### config.mk
export PLATFORM = sky130hd
export DESIGN_NAME = keypad_scanner
export DESIGN_NICKNAME = d
export VERILOG_FILES = /design/src/rtl/matrix_pkg.sv /design/src/rtl/debounce_counter.sv /design/src/rtl/keypad_scanner.sv
export SDC_FILE = /design/constraint.sdc
export NUM_CORES = 1
export LEC_CHECK = 0
export CORE_MARGIN = 10
export CORE_UTILIZATION = 55
export DETAILED_ROUTE_END_ITERATION = 8
export GPL_ROUTABILITY_DRIVEN = 0
export GPL_TIMING_DRIVEN = 0
export HOLD_SLACK_MARGIN = 0.12
export PLACE_DENSITY = 0.78
export SLEW_MARGIN = 10
export SYNTH_ARGS = -nofsm -noshare
export SYNTH_HDL_FRONTEND = slang
export SYNTH_SLANG_ARGS = --single-unit
### constraint.sdc
create_clock -name scan_clk -period 3.1 [get_ports scan_clk]
set_clock_uncertainty 0.1 [all_clocks]
set_input_delay 0.31 -clock scan_clk [delete_from_list [all_inputs] [get_ports scan_clk]]
set_output_delay 0.31 -clock scan_clk [all_outputs]
set_load 0.005 [all_outputs]
### src/rtl/matrix_pkg.sv
// Shared 4x4 key-matrix definitions: scanner FSM encoding, active-low row
// drive patterns and column priority helper, reusable by the display driver.
package matrix_pkg;

   typedef enum logic [1:0] {
      ST_SCAN     = 2'd0,
      ST_DEBOUNCE = 2'd1,
      ST_HOLD     = 2'd2,
      ST_RELEASE  = 2'd3
   } state_t;

   localparam logic [3:0] ROW_PAT [0:3] = '{4'b1110, 4'b1101, 4'b1011, 4'b0111};

   function automatic logic [3:0] row_pattern(input logic [1:0] r);
      return ROW_PAT[r];
   endfunction

   // Lowest-numbered sensed column wins when several keys share a row.
   function automatic logic [1:0] lowest_low(input logic [3:0] cols);
      logic [1:0] idx;
      if (!cols[0]) begin
         idx = 2'd0;
      end else if (!cols[1]) begin
         idx = 2'd1;
      end else if (!cols[2]) begin
         idx = 2'd2;
      end else if (!cols[3]) begin
         idx = 2'd3;
      end else begin
         idx = 2'd0;
      end
      return idx;
   endfunction

endpackage

### src/rtl/debounce_counter.sv
// 8-bit run-length counter shared by the press and release debounce phases;
// last flags that the next increment completes a run of DEB_CYCLES samples.
module debounce_counter
   import matrix_pkg::*;
#(
   parameter int unsigned DEB_CYCLES = 16
) (
   input  logic clk,
   input  logic rst_n,
   input  logic clr,
   input  logic inc,
   output logic last
);

   localparam logic [7:0] LAST_VAL = 8'(DEB_CYCLES - 1);

   logic [7:0] count_q;
   logic [7:0] count_d;

   // Next count: clear has priority over increment.
   always_comb begin
      count_d = count_q;
      if (clr) begin
         count_d = 8'd0;
      end else if (inc) begin
         count_d = count_q + 8'd1;
      end else begin
         count_d = count_q;
      end
   end

   // Count register with synchronous active-low reset.
   always_ff @(posedge clk) begin
      if (!rst_n) begin
         count_q <= 8'd0;
      end else begin
         count_q <= count_d;
      end
   end

   assign last = (count_q == LAST_VAL);

endmodule

### src/rtl/keypad_scanner.sv
// 4x4 matrix keypad scanner: walks the rows, debounces the first key found,
// reports it once, then waits for a debounced release before scanning on.
module keypad_scanner
   import matrix_pkg::*;
#(
   parameter int unsigned ROW_DWELL  = 4,
   parameter int unsigned DEB_CYCLES = 16
) (
   input  logic       scan_clk,
   input  logic       rst_n,
   output logic [3:0] key_row,
   input  logic [3:0] key_col,
   output logic [3:0] key_code,
   output logic       key_valid,
   output logic       key_held
);

   localparam logic [7:0] DWELL_LAST = 8'(ROW_DWELL - 1);

   state_t     state_q, state_d;
   logic [1:0] row_q, row_d;
   logic [1:0] col_q, col_d;
   logic [7:0] dwell_q, dwell_d;
   logic [3:0] key_row_q, key_row_d;
   logic [3:0] key_code_q, key_code_d;
   logic       key_valid_q, key_valid_d;
   logic       key_held_q, key_held_d;
   logic       cnt_clr_s;
   logic       cnt_inc_s;
   logic       cnt_last_s;
   logic       col_bit_s;

   assign col_bit_s = key_col[col_q];

   debounce_counter #(
      .DEB_CYCLES (DEB_CYCLES)
   ) u_deb (
      .clk   (scan_clk),
      .rst_n (rst_n),
      .clr   (cnt_clr_s),
      .inc   (cnt_inc_s),
      .last  (cnt_last_s)
   );

   // Next-state and output decode. A run completes on the edge that samples
   // its DEB_CYCLES-th matching value; the triggering sample is not counted.
   always_comb begin
      state_d     = state_q;
      row_d       = row_q;
      col_d       = col_q;
      dwell_d     = dwell_q;
      key_code_d  = key_code_q;
      key_valid_d = 1'b0;
      key_held_d  = key_held_q;
      cnt_clr_s   = 1'b0;
      cnt_inc_s   = 1'b0;
      case (state_q)
         ST_SCAN: begin
            cnt_clr_s = 1'b1;
            if (dwell_q == DWELL_LAST) begin
               dwell_d = 8'd0;
               if (key_col == 4'b1111) begin
                  row_d = row_q + 2'd1;
               end else begin
                  col_d   = lowest_low(key_col);
                  state_d = ST_DEBOUNCE;
               end
            end else begin
               dwell_d = dwell_q + 8'd1;
            end
         end
         ST_DEBOUNCE: begin
            if (!col_bit_s) begin
               if (cnt_last_s) begin
                  key_code_d  = {row_q, col_q};
                  key_valid_d = 1'b1;
                  key_held_d  = 1'b1;
                  state_d     = ST_HOLD;
                  cnt_clr_s   = 1'b1;
               end else begin
                  cnt_inc_s = 1'b1;
               end
            end else begin
               state_d   = ST_SCAN;
               row_d     = row_q + 2'd1;
               dwell_d   = 8'd0;
               cnt_clr_s = 1'b1;
            end
         end
         ST_HOLD: begin
            cnt_clr_s = 1'b1;
            if (col_bit_s) begin
               state_d = ST_RELEASE;
            end else begin
               state_d = ST_HOLD;
            end
         end
         ST_RELEASE: begin
            if (col_bit_s) begin
               if (cnt_last_s) begin
                  key_held_d = 1'b0;
                  state_d    = ST_SCAN;
                  row_d      = row_q + 2'd1;
                  dwell_d    = 8'd0;
                  cnt_clr_s  = 1'b1;
               end else begin
                  cnt_inc_s = 1'b1;
               end
            end else begin
               state_d   = ST_HOLD;
               cnt_clr_s = 1'b1;
            end
         end
         default: begin
            state_d    = ST_SCAN;
            row_d      = 2'd0;
            dwell_d    = 8'd0;
            key_held_d = 1'b0;
            cnt_clr_s  = 1'b1;
         end
      endcase
      key_row_d = row_pattern(row_d);
   end

   // State and registered outputs, synchronous active-low reset.
   always_ff @(posedge scan_clk) begin
      if (!rst_n) begin
         state_q     <= ST_SCAN;
         row_q       <= 2'd0;
         col_q       <= 2'd0;
         dwell_q     <= 8'd0;
         key_row_q   <= 4'b1110;
         key_code_q  <= 4'h0;
         key_valid_q <= 1'b0;
         key_held_q  <= 1'b0;
      end else begin
         state_q     <= state_d;
         row_q       <= row_d;
         col_q       <= col_d;
         dwell_q     <= dwell_d;
         key_row_q   <= key_row_d;
         key_code_q  <= key_code_d;
         key_valid_q <= key_valid_d;
         key_held_q  <= key_held_d;
      end
   end

   assign key_row   = key_row_q;
   assign key_code  = key_code_q;
   assign key_valid = key_valid_q;
   assign key_held  = key_held_q;

endmodule

Yosys cells after proc, flatten, opt, wreduce, memory -nomap -nowiden
Index checks and enable logic that the tools add are counted.
{"block": "totals", "ff_bits": 32, "input_bits": 6}
{"block": "op_classes", "n_mux": 41, "reduce_logical": 11, "n_eq_ne": 15, "bitwise_logic": 5, "addsub": 3, "magnitude_cmp": 2}
{"op": "$mux 8", "count": 4}
{"op": "$mux 2", "count": 15}
{"op": "$pmux 8 s3", "count": 1}
{"op": "$add 8x1->8 const B", "count": 2}
{"op": "$ne 2x2->1 const B", "count": 7}
{"op": "$mux 1", "count": 12}
{"op": "$bmux 4 s2", "count": 1}
{"op": "$eq 8x2->1 const B", "count": 1}
{"op": "$eq 8x4->1 const B", "count": 1}
{"op": "$mux 4", "count": 2}
{"op": "$pmux 2 s4", "count": 1}
{"op": "$reduce_and 4->1", "count": 2}
{"op": "$ne 3x3->1 const B", "count": 2}
{"op": "$pmux 2 s3", "count": 1}
{"op": "$reduce_and 3->1", "count": 2}
{"op": "$reduce_and 5->1", "count": 1}
{"op": "$eq 2x2->1 const B", "count": 2}
{"op": "$eq 4x4->1 const B", "count": 1}
{"op": "$not 1->1", "count": 4}
{"op": "$pmux 1 s2", "count": 2}
{"op": "$reduce_or 2->1", "count": 2}
{"op": "$ge 3x3->1 const B", "count": 1}
{"op": "$lt 2x3->1 const B", "count": 1}
{"op": "$not 2->3", "count": 1}
{"op": "8 further kinds", "count": 8}

Logic depth before layout (Yosys ltp)
{"block": "depth", "ltp_word": 8, "mapped_depth": 7, "mapped_depth_nobuf": 6}

Cells and area by module
Synthesis repeated with hierarchy kept, for this count alone.
{"block": "hier_totals", "hier_cells": 158, "area_unflattened_um2": 1471.4}
{"module": "keypad_scanner", "instances": 1, "cells_per_inst": 118, "seq_area_each_um2": 480.5, "area_per_inst_um2": 1111.1}
{"module": "debounce_counter", "instances": 1, "cells_per_inst": 40, "seq_area_each_um2": 160.2, "area_per_inst_um2": 360.3}

Worst setup path before layout
No wires, ideal clock.
{"block": "synth_timing", "path_kind": "register to register", "from": "register dwell_q[0]", "to": "register key_row_q[3], in the netlist key_row[3]", "path_buffers": 0, "arrival_ps": 2154, "slack_ps": 719, "path_stages_with_launch": 7, "cell_sequence": "dfxtp_1 > ha_1 > or4b_4 > or3_4 > a21o_1 > a211oi_1 > or3b_1"}
{"block": "synth_between", "elab_chain_len": 7}
{"element": "start: declaration", "line_no": "keypad_scanner.sv:23", "text": "logic [7:0] dwell_q, dwell_d;"}
{"element": "start signal: assignment", "line_no": "keypad_scanner.sv:140", "text": "dwell_q <= dwell_d;"}
{"element": "$eq 8x2->1", "line_no": "keypad_scanner.sv:60", "text": "if (dwell_q == DWELL_LAST) begin"}
{"element": "$mux 2", "line_no": "keypad_scanner.sv:60"}
{"element": "$pmux 2 s3", "line_no": "keypad_scanner.sv:57", "text": "case (state_q)"}
{"element": "$not 2->3 (not written as such)", "line_no": "matrix_pkg.sv:15", "text": "return ROW_PAT[r];"}
{"element": "$bmux 4 s2", "line_no": "matrix_pkg.sv:15"}
{"element": "$mux 4 (not written as such) (2 in series)", "line_no": "matrix_pkg.sv:15"}
{"element": "end signal: assignment", "line_no": "keypad_scanner.sv:141", "text": "key_row_q <= key_row_d;"}
{"element": "end: declaration", "line_no": "keypad_scanner.sv:24", "text": "logic [3:0] key_row_q, key_row_d;"}
No other way between the ends. The select of a mux whose other input is x is not followed.
A chain may end at the register's enable or synchronous reset.

Worst setup path in the final report
{"block": "layout_timing", "from": "register u_deb.count_q[0]", "to": "register key_row_q[3], in the netlist key_row[3]"}
{"block": "layout_between", "elab_chain_len": 8}
{"element": "start: declaration", "line_no": "debounce_counter.sv:17", "text": "logic [7:0] count_q;"}
{"element": "start signal: assignment", "line_no": "debounce_counter.sv:37", "text": "count_q <= count_d;"}
{"element": "$eq 8x4->1", "line_no": "debounce_counter.sv:41", "text": "assign last = (count_q == LAST_VAL);"}
{"element": "$mux 2", "line_no": "keypad_scanner.sv:100", "text": "if (cnt_last_s) begin"}
{"element": "$mux 2", "line_no": "keypad_scanner.sv:99", "text": "if (col_bit_s) begin"}
{"element": "$pmux 2 s3", "line_no": "keypad_scanner.sv:57"}
{"element": "$not 2->3 (not written as such)", "line_no": "matrix_pkg.sv:15"}
{"element": "$bmux 4 s2", "line_no": "matrix_pkg.sv:15"}
{"element": "$mux 4 (not written as such) (2 in series)", "line_no": "matrix_pkg.sv:15"}
No other way between the ends. The select of a mux whose other input is x is not followed.

==> flow_summary.yaml <==
detailed_routing:
  routed_via_density: 5.98
  drc: 0
  first_pass_iters: 6
  vias: 1316
  drtAntennaViolNets: 0
  first_iter_violations: 84
  wl_per_cell_um: 14.4
  finalWirelength_mm: 3.17
clock_tree:
  ctsResizeCount: 0
  htree_levels: 2
  postCtsSetupRepairBufs: 0
  cts_root_buf: "clkbuf_4"
  cts_tree: "yes"
  cts.sink_count: 32
  ctsHoldBuffers: 0
  numCtsBuffers: 5
  cts.clk_slew.worst_paths_ps: 100
  clock_path_buffers: 2
  clk_latency_ps: 340
placed_design:
  dp_hpwl_mm: 2.36
  dp_cells: 212
  place_ws_ps: 243
  numPortBuffers: 15
  postPlaceCellArea_um2: 1670
setup_path:
  ff2ff_path_depth: 7
  max_stage_delay_ps: 690
  crit_chain: "ha_1, and3_1, clkbuf_1, a31oi_1, or2_2, a22oi_1, or3b_1"
  r2r_end: "key_row[3]$_SDFF_PN1_"
  rrSetupSlack_ps: 490
  cp_slowest_cell: "a31oi_1"
  worstPathMaxFanout: 9
  r2r_start: "u_deb.count_q[0]$_SDFFE_PP0P_"
  crit_path_end_kind: "register"
  startpoint_type: "register"
  critical_path.startpoint: "u_deb.count_q[0]$_SDFFE_PP0P_"
  worstSetupPathType: "register to register"
  required_ps: 3230
  critPathCapture: "key_row[3]$_SDFF_PN1_"
  critPathArrivalTime_ps: 2740
yosys:
  synth_fp_nets: 175
  synthFlopType: "dfxtp_1"
  syn_area_um2: 1480
  synthCells: 167
  yosysWarnings: 0
  synthTopCellsByArea: "dfxtp_1 (43%), nor2_1 (7.1%), xnor2_1 (5.9%), nand3_1 (3.4%), nand2_1 (2.8%)"
  synth_common_cells: "dfxtp_1 (32), nor2_1 (28), nand2_1 (11), nand3_1 (10), xnor2_1 (10)"
  syn_avg_cell_area_um2: 8.86
  synth_seq_area_share: 0.433
  yosysMostFrequentCell: "dfxtp_1"
  synth.distinct_cells: 44
  yosys.area.top_type: "dfxtp_1"
  async_flop_share: 0
  synth_top_area_share: 0.433
  synth_seq_cells: 32
  synth-edff-count: 0
power_and_ir_drop:
  total_power_mw: 0.840
  ir_drop_uv: 506
  combPwrFrac: 0.106
  p_sw_mw: 0.205
  p_per_area_nw_per_um2: 482
  swShare: 0.243
  seqPwrFrac: 0.527
  pwr-share-clk: 0.367
  internal_power_mw: 0.636
  p_leak_nw: 0.625
timing:
  fin_ws_ps: 494
  hold_viol: 0
  fmax_mhz: 384
  tns_ps: 0
  tightest_slew_ps: 794
  period_needed_ps: 2610
  rsz0062_at_grt: "no"
  setup_viol: 0
  hold_ws_ps: 349
  relSlewSlack: 0.468
  min_period_over_period: 0.841
  finalMaxSlewViolations: 0
outcome:
  outcome: "completed"
global_routing:
  grt_usage: 0.129
  antenna_found_initial: 0
  grt_pass1_wl_mm: 5.55
  grt_max_degree: 11
  grt.overflow.total: 0
  grt_pass1_vias: 1290
layout:
  register_area_um2: 641
  design_area_um2: 1740
  fin_util: 0.691
  drive_above_1_share: 0.0842
  nFillCells: 212
  nets: 197
  syn_to_final_growth_pct: 17.8
  diodes: 0
  multiInputGateArea_um2: 787
  final_cells: 220
floorplan:
  initial_core_util: 0.587
  io_pins: 16
  die-height_um: 71.9
  core_area_um2: 2520
  dieArea_um2: 5170
  rows: 18
  die_x_um: 71.9
flow_run:
  drv_cap: 0
worst_hold_path:
  hp-class: "register to register"
-- routing by layer --
layer / global-route usage / vias to the layer above / share of wire / wire length [um]
met5: 0 / - / 0 / 0
met4: 0.0559 / 0 / 0.017 / 53
met3: 0.0551 / 7 / 0.076 / 241
met2: 0.212 / 58 / 0.49 / 1550
met1: 0.142 / 615 / 0.42 / 1320
li1: - / 636 / - / -
-- registers in the layout, indices dropped and copies added (netlist names), named ones only --
signal and count:
dwell_q 8, u_deb.count_q 8, key_code 4, key_row 4, col_q 2, row_q 2, key_held 1, key_valid 1
state_q 1
-- layout make-up --
type,instances,area share
timing repair buffer,15,0.0861
tap,30,0.0215
sequential,32,0.367
multi-input combinational,123,0.451
clock inverter,2,0.0201
buffer,4,0.0129
clock buffer,6,0.0237
inverter,8,0.0172
-- power groups by stage --
| stage | combinational, mW | sequential (mW) | clock [mW] |
|---|---|---|---|
| 6_report | 0.0891 | 0.443 | 0.308 |
| 3_3_place_gp | 0.0823 | 0.450 | 0 |
| 2_1_floorplan | 0.0612 | 0.448 | 0 |
| 4_1_cts | 0.0886 | 0.442 | 0.315 |
| 5_1_grt | 0.0992 | 0.446 | 0.330 |
| 3_5_place_dp | 0.0870 | 0.452 | 0 |
-- worst max-delay path, delay by kind of cell (launching register included) --
family                     cells  cell delay (ps)
and+or+nand+nor                3              850
adders and majority gates      1              230
DFF                            1              330
buffers and inverters          1              170
AOI/OAI and AO/OA              2              820
-- worst min-delay path by stage --
stage	start	endpoint	slack (ps)	cells past startpoint
2_1_floorplan	u_deb.count_q[0]$_SDFFE_PP0P_	u_deb.count_q[0]$_SDFFE_PP0P_	310	1
3_3_place_gp	u_deb.count_q[0]$_SDFFE_PP0P_	u_deb.count_q[0]$_SDFFE_PP0P_	320	1
3_5_place_dp	u_deb.count_q[0]$_SDFFE_PP0P_	u_deb.count_q[0]$_SDFFE_PP0P_	340	1
4_1_cts	u_deb.count_q[0]$_SDFFE_PP0P_	u_deb.count_q[0]$_SDFFE_PP0P_	350	1
5_1_grt	u_deb.count_q[0]$_SDFFE_PP0P_	u_deb.count_q[0]$_SDFFE_PP0P_	370	1
6_report	u_deb.count_q[0]$_SDFFE_PP0P_	u_deb.count_q[0]$_SDFFE_PP0P_	350	1
-- kinds of logic after synthesis --
| kind of cell | count (synthesis) | share of synthesized area |
|---|---|---|
| simple gates | 75 | 0.262 |
| flops | 32 | 0.433 |
| compound gates | 28 | 0.134 |
| xor+xnor | 13 | 0.0769 |
| buf+inv | 12 | 0.0355 |
| mux | 5 | 0.0423 |
| fa+ha+maj | 2 | 0.0169 |
-- cells in the final DEF (no fill, tap or decap), drive strengths merged, types with 2 or more instances in the layout --
| master | Yosys | routed |
|---|---|---|
| xnor2 | 10 | 10 |
| o2bb2ai | 2 | 2 |
| and3 | 3 | 3 |
| or4 | 3 | 3 |
| a211oi | 2 | 2 |
| or3 | 3 | 3 |
| o21ai | 4 | 4 |
| clkinv | 1 | 2 |
| nor3 | 2 | 2 |
| xor2 | 3 | 3 |
| nand3 | 10 | 10 |
| a31oi | 2 | 2 |
| inv | 7 | 7 |
| nand4 | 4 | 4 |
| and2 | 2 | 2 |
| o31ai | 2 | 2 |
| nor2 | 28 | 28 |
| a21oi | 8 | 8 |
| nand2 | 11 | 11 |
| clkdlybuf4s50 | 0 | 15 |
| dfxtp | 32 | 32 |
| mux2i | 4 | 4 |
| clkbuf | 3 | 9 |
| or2 | 2 | 2 |
| nor4b | 3 | 3 |
| ha | 2 | 2 |
Note: power is estimated with default switching activity, not from simulation.
